File: config.mk
export PLATFORM = sky130hd
export DESIGN_NAME = timer_bank
export DESIGN_NICKNAME = d
export VERILOG_FILES = /design/src/rtl/timer_bank_pkg.sv /design/src/rtl/timer_channel.sv /design/src/rtl/timer_bank.sv
export SDC_FILE = /design/constraint.sdc
export NUM_CORES = 1
export LEC_CHECK = 0
export CAP_MARGIN = 5
export CORE_UTILIZATION = 44
export CTS_BUF_LIST = sky130_fd_sc_hd__clkbuf_8
export DETAILED_ROUTE_END_ITERATION = 10
export PLACE_DENSITY = 0.7
export SYNTH_ARGS = -nofsm -noshare
export SYNTH_HDL_FRONTEND = slang
export SYNTH_SLANG_ARGS = --single-unit
File: constraint.sdc
create_clock -name clk -period 6.9 [get_ports clk]
set_input_delay 1.035 -clock clk [delete_from_list [all_inputs] [get_ports clk]]
set_output_delay 1.035 -clock clk [all_outputs]
set_load 0.02 [all_outputs]
File: src/rtl/timer_bank_pkg.sv
// Shared constants and mode encoding for the timer bank and its users.
package timer_bank_pkg;

  localparam int TB_N_CH  = 4;
  localparam int TB_CNT_W = 32;
  localparam int TB_PRE_W = 8;

  typedef enum logic {TB_PERIODIC, TB_ONESHOT} tb_mode_e;

endpackage

File: src/rtl/timer_channel.sv
// One timer channel: count/armed/done registers with clr > start > advance > hold priority.
module timer_channel
  import timer_bank_pkg::*;
#(
  parameter int CNT_W = TB_CNT_W
) (
  input  logic             clk,
  input  logic             rst,
  input  logic             tick,
  input  logic             en,
  input  logic             clr,
  input  logic             start,
  input  logic             oneshot,
  input  logic [CNT_W-1:0] lim,
  output logic [CNT_W-1:0] count,
  output logic             done,
  output logic             running
);

  logic             armed;
  logic             active;
  logic [CNT_W-1:0] last;

  // A zero limit behaves as one, so the terminal count never underflows.
  assign last    = (lim == '0) ? '0 : lim - 1'b1;
  assign active  = en & (oneshot ? armed : 1'b1);
  assign running = oneshot ? armed : en;

  always_ff @(posedge clk or posedge rst) begin
    if (rst) begin
      count <= '0;
      armed <= 1'b0;
      done  <= 1'b0;
    end else begin
      done <= 1'b0;
      if (clr) begin
        count <= '0;
        armed <= 1'b0;
      end else if (start && oneshot) begin
        count <= '0;
        armed <= 1'b1;
      end else if (active && tick) begin
        // >= rather than == so a limit lowered below the count wraps on the next tick.
        if (count >= last) begin
          count <= '0;
          done  <= 1'b1;
          if (oneshot) armed <= 1'b0;
        end else begin
          count <= count + 1'b1;
        end
      end
    end
  end

endmodule

File: src/rtl/timer_bank.sv
// Bank of independent timer channels driven by one shared free-running prescaler.
module timer_bank
  import timer_bank_pkg::*;
#(
  parameter int N_CH  = TB_N_CH,
  parameter int CNT_W = TB_CNT_W,
  parameter int PRE_W = TB_PRE_W
) (
  input  logic                       clk,
  input  logic                       rst,
  input  logic [PRE_W-1:0]           prescale,
  input  logic [N_CH-1:0]            en,
  input  logic [N_CH-1:0]            clr,
  input  logic [N_CH-1:0]            start,
  input  logic [N_CH-1:0]            oneshot,
  input  logic [N_CH-1:0][CNT_W-1:0] lim,
  output logic [N_CH-1:0][CNT_W-1:0] count,
  output logic [N_CH-1:0]            done,
  output logic [N_CH-1:0]            running
);

  logic [PRE_W-1:0] pre_cnt;
  logic             tick;

  // >= lets a mid-run decrease of prescale tick on the very next clock.
  assign tick = (pre_cnt >= prescale);

  always_ff @(posedge clk or posedge rst) begin
    if (rst) begin
      pre_cnt <= '0;
    end else if (tick) begin
      pre_cnt <= '0;
    end else begin
      pre_cnt <= pre_cnt + 1'b1;
    end
  end

  for (genvar i = 0; i < N_CH; i++) begin : g_ch
    timer_channel #(.CNT_W(CNT_W)) u_ch (
      .clk     (clk),
      .rst     (rst),
      .tick    (tick),
      .en      (en[i]),
      .clr     (clr[i]),
      .start   (start[i]),
      .oneshot (oneshot[i]),
      .lim     (lim[i]),
      .count   (count[i]),
      .done    (done[i]),
      .running (running[i])
    );
  end

endmodule

==> results of run 1 <==
## path summary, 6_finish.rpt
path | cells past startpoint | endpoint | start | slack [ns]
worst min register to register | 1 | pre_cnt[0] | pre_cnt[0] | 0.53
worst max register to register | 8 | g_ch[3].u_ch.count[9] | g_ch[3].u_ch.count[7] | 3.61
worst min-delay path | 1 | pre_cnt[0] | pre_cnt[0] | 0.53
min in group asynchronous | 2 | g_ch[1].u_ch.count[9] | rst | 1.10
worst max-delay path | 15 | g_ch[3].u_ch.count[9] | lim[105] | 0.99
max in group asynchronous | 3 | g_ch[1].u_ch.done | rst | 4.41
## flip-flops by register name, indices dropped and copies added (netlist names)
signal,cells
g_ch.u_ch.count,128
g_ch.u_ch.armed,4
pre_cnt,8
g_ch.u_ch.done,4
## cells by family (layout without fill, tap and decap cells)
logic type | after synthesis | in the layout | share of synthesized area
AO/OA/AOI/OAI | 239 | 239 | 0.1190
AND/OR/NAND/NOR | 819 | 819 | 0.3049
other | 0 | 2 | 0
multiplexers | 8 | 8 | 0.006378
flip-flops | 144 | 144 | 0.2701
adder cells (fa/ha/maj) | 149 | 149 | 0.1398
XOR/XNOR | 194 | 194 | 0.1274
buffers and inverters | 102 | 386 | 0.03236
## cells in the mapped netlist, types with 3 or more instances
master | number | share of area
nand2_1 | 233 | 0.066
nor2_1 | 184 | 0.052
ha_1 | 149 | 0.14
dfrtp_1 | 144 | 0.27
xor2_1 | 99 | 0.065
xnor2_1 | 95 | 0.062
nor3_1 | 85 | 0.032
a21oi_1 | 67 | 0.025
nand3_1 | 62 | 0.023
nand4_1 | 59 | 0.028
inv_1 | 51 | 0.014
nor4_1 | 47 | 0.022
o21ai_0 | 40 | 0.015
clkbuf_1 | 36 | 0.010
a21o_1 | 27 | 0.015
or3_1 | 25 | 0.012
and3_1 | 23 | 0.011
nand2b_1 | 16 | 0.0075
o31ai_1 | 16 | 0.0090
or4_1 | 15 | 0.0084
nor2b_1 | 12 | 0.0056
a22o_1 | 11 | 0.0072
and4_1 | 11 | 0.0072
and2_1 | 9 | 0.0042
a31oi_1 | 8 | 0.0038
buf_4 | 8 | 0.0045
nor4b_1 | 8 | 0.0053
a211oi_1 | 7 | 0.0039
o211ai_1 | 7 | 0.0039
o21a_1 | 7 | 0.0039
o31a_1 | 5 | 0.0033
a221oi_1 | 4 | 0.0026
mux2_2 | 4 | 0.0034
mux2i_1 | 4 | 0.0030
o211a_1 | 4 | 0.0030
o21ai_1 | 4 | 0.0015
o21bai_1 | 4 | 0.0023
or2_2 | 4 | 0.0019
or4_4 | 4 | 0.0034
a2111oi_0 | 3 | 0.0020
a311oi_1 | 3 | 0.0020
buf_2 | 3 | 0.0011
nor3b_1 | 3 | 0.0017
o41ai_1 | 3 | 0.0020
## metrics by stage
step                setup WS [ns]  instance area, um2  hold slack [ns]  power [uW]  instances
floorplan                   1.476               13340           0.4666        1201       1655
global placement           0.7010               16630           0.4995        1410       2299
detailed placement         0.6500               16630           0.5304        1426       2299
CTS                         1.079               17030           0.5416        2133       2329
global route               0.5353               17040           0.5732        2228       2331
finish                     0.9867               17040           0.5263        2100       2331
## routing by layer
layer	wire, um	global-route usage
met1	17400	0.3230
met4	599	0.06486
met5	0	0
met2	17890	0.4085
met3	1889	0.03252
## critical path: stages
cell and delay [ns]:
clkdlybuf4s50_1 0.47, or4_1 0.61, nor4_1 0.44, nand3_1 0.25, or3_1 0.48, nor4_1 0.27
xor2_1 0.18, nand2_1 0.07, ha_1 0.32, nand4_1 0.14, nor4_1 0.38, o41a_1 0.30
nor2_1 0.13, a21oi_2 0.93, nor2_1 0.15
## power by group through the flow
stage          Clock, uW  Combinational, uW  Sequential [uW]
4_1_cts              722                511              900
3_3_place_gp           0                495              915
2_1_floorplan          0                289              912
6_report             695                507              899
3_5_place_dp           0                509              917
5_1_grt              754                569              905
## final cells by class
type | count | share of cell area
Antenna cell | 2 | 0.0002937
Clock buffer | 17 | 0.01373
Clock inverter | 13 | 0.009767
Inverter | 51 | 0.01153
Multi-Input combinational cell | 1409 | 0.5470
Sequential cell | 144 | 0.2115
Tap cell | 390 | 0.02864
Timing Repair Buffer | 305 | 0.1776
==> metrics.txt, run 1 <==
GP Congestion slightly above 0.9; syn avg cell area 8.060 um2; cell count after synthesis 1655; # resized after CTS 0; wire per inst 16.21 um; final period utilization 0.8570; H-tree Lvls 4; Layout area overhead 27.74%; worst rel slew slack 0.1693; Post-Syn Nets 1958; cts hold-fix bufs 0; commonest register cell after synthesis dfrtp_1; vias in the first global route ~13000; post-synthesis sequential area ratio 0.2701; drt via density 5.586; CTS clk-pin slew, worst paths 0.08 ns; commonest non-fill, non-tap cell in the layout clkdlybuf4s50_1; Clock Sink Count 144; number of port buffers 289; total CTS buffers 17; Vert. Die Dim 176.1 um; Initial Util 0.4489; first-pass GRT wire length slightly above 60000 um; most frequent cells in the layout 289 x clkdlybuf4s50_1, 233 x nand2_1, 184 x nor2_1; worst vdd ir 0.09371 mV; total track usage 0.2419; Comb pwr share 0.241; share of layout cells above drive strength 1 0.03920; CP Capture Type flop; #FFs+latches synth 144; final core utilization 0.5734; Sum Neg Setup Slack 0 ns; Mapped Area 13340 um2; Worst Skew 0.01884 ns; sequential power share 0.428; status completed; crit path kind in2reg; CP Data Required Time 7.16 ns; Core Rows 63; core area 29720 um2; Slew @ Worst Pin around 1.2 ns; sw power 652.8 uW; GRT overflow 0; Slew Viols, Final 0; RSZ-0062 raised after global routing false; Die W 176.1 um; fin nets 2231; Synth cell types roughly 70; CTS root buffer clkbuf_8; Switching Share 0.3108; YS warnings 0; initial antenna violation count 2; clock tree from TritonCTS yes; Clock Tree Buf Depth 2; cell area power density 123.3 nW/um2; FILL cells 2759; largest net degree at the start of global routing 76; area occupied by multi-input gates 9320 um2; setup violators final 0; startpoint types input port; number of remaining DRC errors 0; f_max about 170 MHz; Arr. time, crit path about 6 ns; endpoints failing hold 0; First DRT Iteration DRCs ~770; maxcap violations 0; final antenna-violating net count 0; worst-skew pair later-pin latency approximately 0.44 ns; peak fanout along the critical path 27; Post-CTS Setup Bufs 0; power share of the clock group 0.331; Synth async-reset ratio 1.000; routed wire length between 30000 and 40000 um; vias approximately 13000; Hold Path Class reg2reg; Tmin final between 5 and 6 ns; Ports 290; die area 31020 um2; internal power 1448 uW; Lkg Pwr 0.007486 uW; DP Wirelength 29710 um; Post-synth EDFFs 0; Reg area around 3600 um2; Detailed Routing Iterations Pass 1 5
(Power assumes the default switching activity.)
==> run 2: changes to the inputs <==
Settings changed: CORE_UTILIZATION 44 to 41, PLACE_DENSITY 0.7 to 0.66.
==> run 2 against run 1 <==
Compared with the run above:
- sequential share of layout area about the same
- hold slack worse by 0.020 ns
- final area is 0.22% higher
- sequential power barely moved
- count of clock-buffer cells in the layout is the same
- total power shrank 1.3%
- maximum frequency fell by 0.44%
- clock skew grew 0.0061 ns
- critical path depth rose by 1
- combinational power hardly changed
==> metrics.txt, run 2 (same netlist as run 1, synthesis figures left out) <==
initial antenna violation count 3; Tmin final 5.939 ns; core area 31800 um2; largest register by flop count g_ch.u_ch.count; commonest non-fill, non-tap cell in the layout clkdlybuf4s50_1; Hold Path Class reg2reg; Clock Tree Buf Depth 2; worst vdd ir 0.1259 mV; status completed; crit path kind in2reg; final period utilization 0.8607; final core utilization 0.5370; worst-skew pair later-pin latency 0.45 ns; RSZ-0062 raised after global routing false; cts hold-fix bufs 0; first-pass GRT wire length 63010 um; Sum Neg Setup Slack 0 ns; CTS clk-pin slew, worst paths 0.09 ns; largest net degree at the start of global routing 87; R2R Setup Slk approximately 3.6 ns; hold path startpoint pre_cnt[0]; Slew @ Worst Pin 1.254 ns; Crit Reg-Reg Startpoint g_ch[3].u_ch.count[7]; Ports 290; GP Congestion 0.8698; vias between 10000 and 15000; Clock Sink Count roughly 140; Detailed Routing Iterations Pass 1 5; peak fanout along the critical path 29; maxcap violations 0; end point of the critical path g_ch[3].u_ch.count[24]; First DRT Iteration DRCs 946; Die W 182.4 um; startpoint types input port; worst reg2reg path depth 8; max reg flops between 100 and 150; number of port buffers slightly below 300; Slew Viols, Final 0; clock tree from TritonCTS yes; H-tree Lvls 4; die area about 33000 um2; setup violators final 0; # resized after CTS 0; Worst Skew between 0.02 and 0.025 ns; worst reg2reg path endpoint g_ch[3].u_ch.count[24]; endpoints failing hold 0; Core Rows 65; CTS root buffer clkbuf_8; wire per inst 16.14 um; GRT overflow 0; DP Wirelength 30180 um; vias in the first global route 12680; drt via density 5.499; Lkg Pwr 0.007472 uW; CP Capture Type flop; Arr. time, crit path 6.21 ns; share of layout cells above drive strength 1 0.04016; Vert. Die Dim 182.4 um; total track usage 0.2319; CP Launch Point lim[116]; total CTS buffers 17; FILL cells between 2000 and 3000; CP Data Required Time 7.17 ns; f_max 168.4 MHz; final antenna-violating net count 0; fin nets 2233; Initial Util 0.4195; most frequent cells in the layout 289 x clkdlybuf4s50_1, 233 x nand2_1, 184 x nor2_1; Layout area overhead 28.02%; biggest regs g_ch.u_ch.count: 128 flops, pre_cnt: 8 flops; cell area power density 121.4 nW/um2; routed wire length ~38000 um; Post-CTS Setup Bufs 0; number of remaining DRC errors 0; worst rel slew slack 0.1581
## run 2: changes by cell type in the layout (fill, tap and decap cells not counted), sizes merged
cell and delta:
buf +2, bufinv -1, clkinv -2, clkinvlp +3
inv +1
## run 2: worst min-delay path by stage
stage | slack, ns | cells after the start | end
after global routing | 0.55 | 1 | pre_cnt[0]
after global placement | 0.50 | 1 | pre_cnt[0]
final | 0.51 | 1 | pre_cnt[0]
after floorplan | 0.47 | 1 | pre_cnt[0]
after detailed placement | 0.50 | 1 | pre_cnt[0]
after CTS | 0.51 | 1 | pre_cnt[0]
## run 2: metal layers
| layer | global-route usage | share of wire |
|---|---|---|
| met4 | 0.05378 | 0.013 |
| met2 | 0.4002 | 0.48 |
| met5 | 0 | 0.00044 |
| met1 | 0.3042 | 0.46 |
| met3 | 0.03432 | 0.048 |
## run 2: worst max-delay path, stage by stage
cell and delay (ns):
clkdlybuf4s50_1 0.49, or4_1 0.58, or3_1 0.38, or4_1 0.48, nor3_1 0.30, nand2_1 0.09
buf_4 0.24, nand2_1 0.11, ha_1 0.18, nand3_1 0.08, or3_1 0.38, o41ai_1 0.40
o41a_1 0.26, nor2_1 0.12, a21oi_2 0.93, nor2_1 0.13
## run 2: layout make-up
| cell class | instances | area (um2) | area share |
|---|---|---|---|
| Timing Repair Buffer | 307 | 3028 | 0.1773 |
| Clock buffer | 17 | 234.0 | 0.01370 |
| Clock inverter | 14 | 145.1 | 0.008499 |
| Antenna cell | 2 | 5.005 | 0.0002931 |
| Inverter | 51 | 196.4 | 0.01150 |
| Multi-Input combinational cell | 1409 | 9320 | 0.5458 |
| Tap cell | 435 | 544.3 | 0.03187 |
| Sequential cell | 144 | 3603 | 0.2110 |
## run 2: report_power, final
group | total [uW] | switching (uW) | internal [uW]
Sequential | 899 | 29.3 | 869
Clock | 668 | 349 | 319
Combinational | 506 | 285 | 222
Total | 2070 | 663 | 1410
## run 2: per-stage QoR
stage | area (um2) | setup slack (ns) | power, uW | std cells | hold WS (ns)
after global placement | 16690 | 0.6430 | 1414 | 2346 | 0.4982
after floorplan | 13340 | 1.476 | 1201 | 1655 | 0.4666
after CTS | 17070 | 1.028 | 2110 | 2377 | 0.5110
final | 17080 | 0.9608 | 2074 | 2379 | 0.5061
after detailed placement | 16690 | 0.5616 | 1426 | 2346 | 0.4989
after global routing | 17080 | 0.5828 | 2203 | 2379 | 0.5463
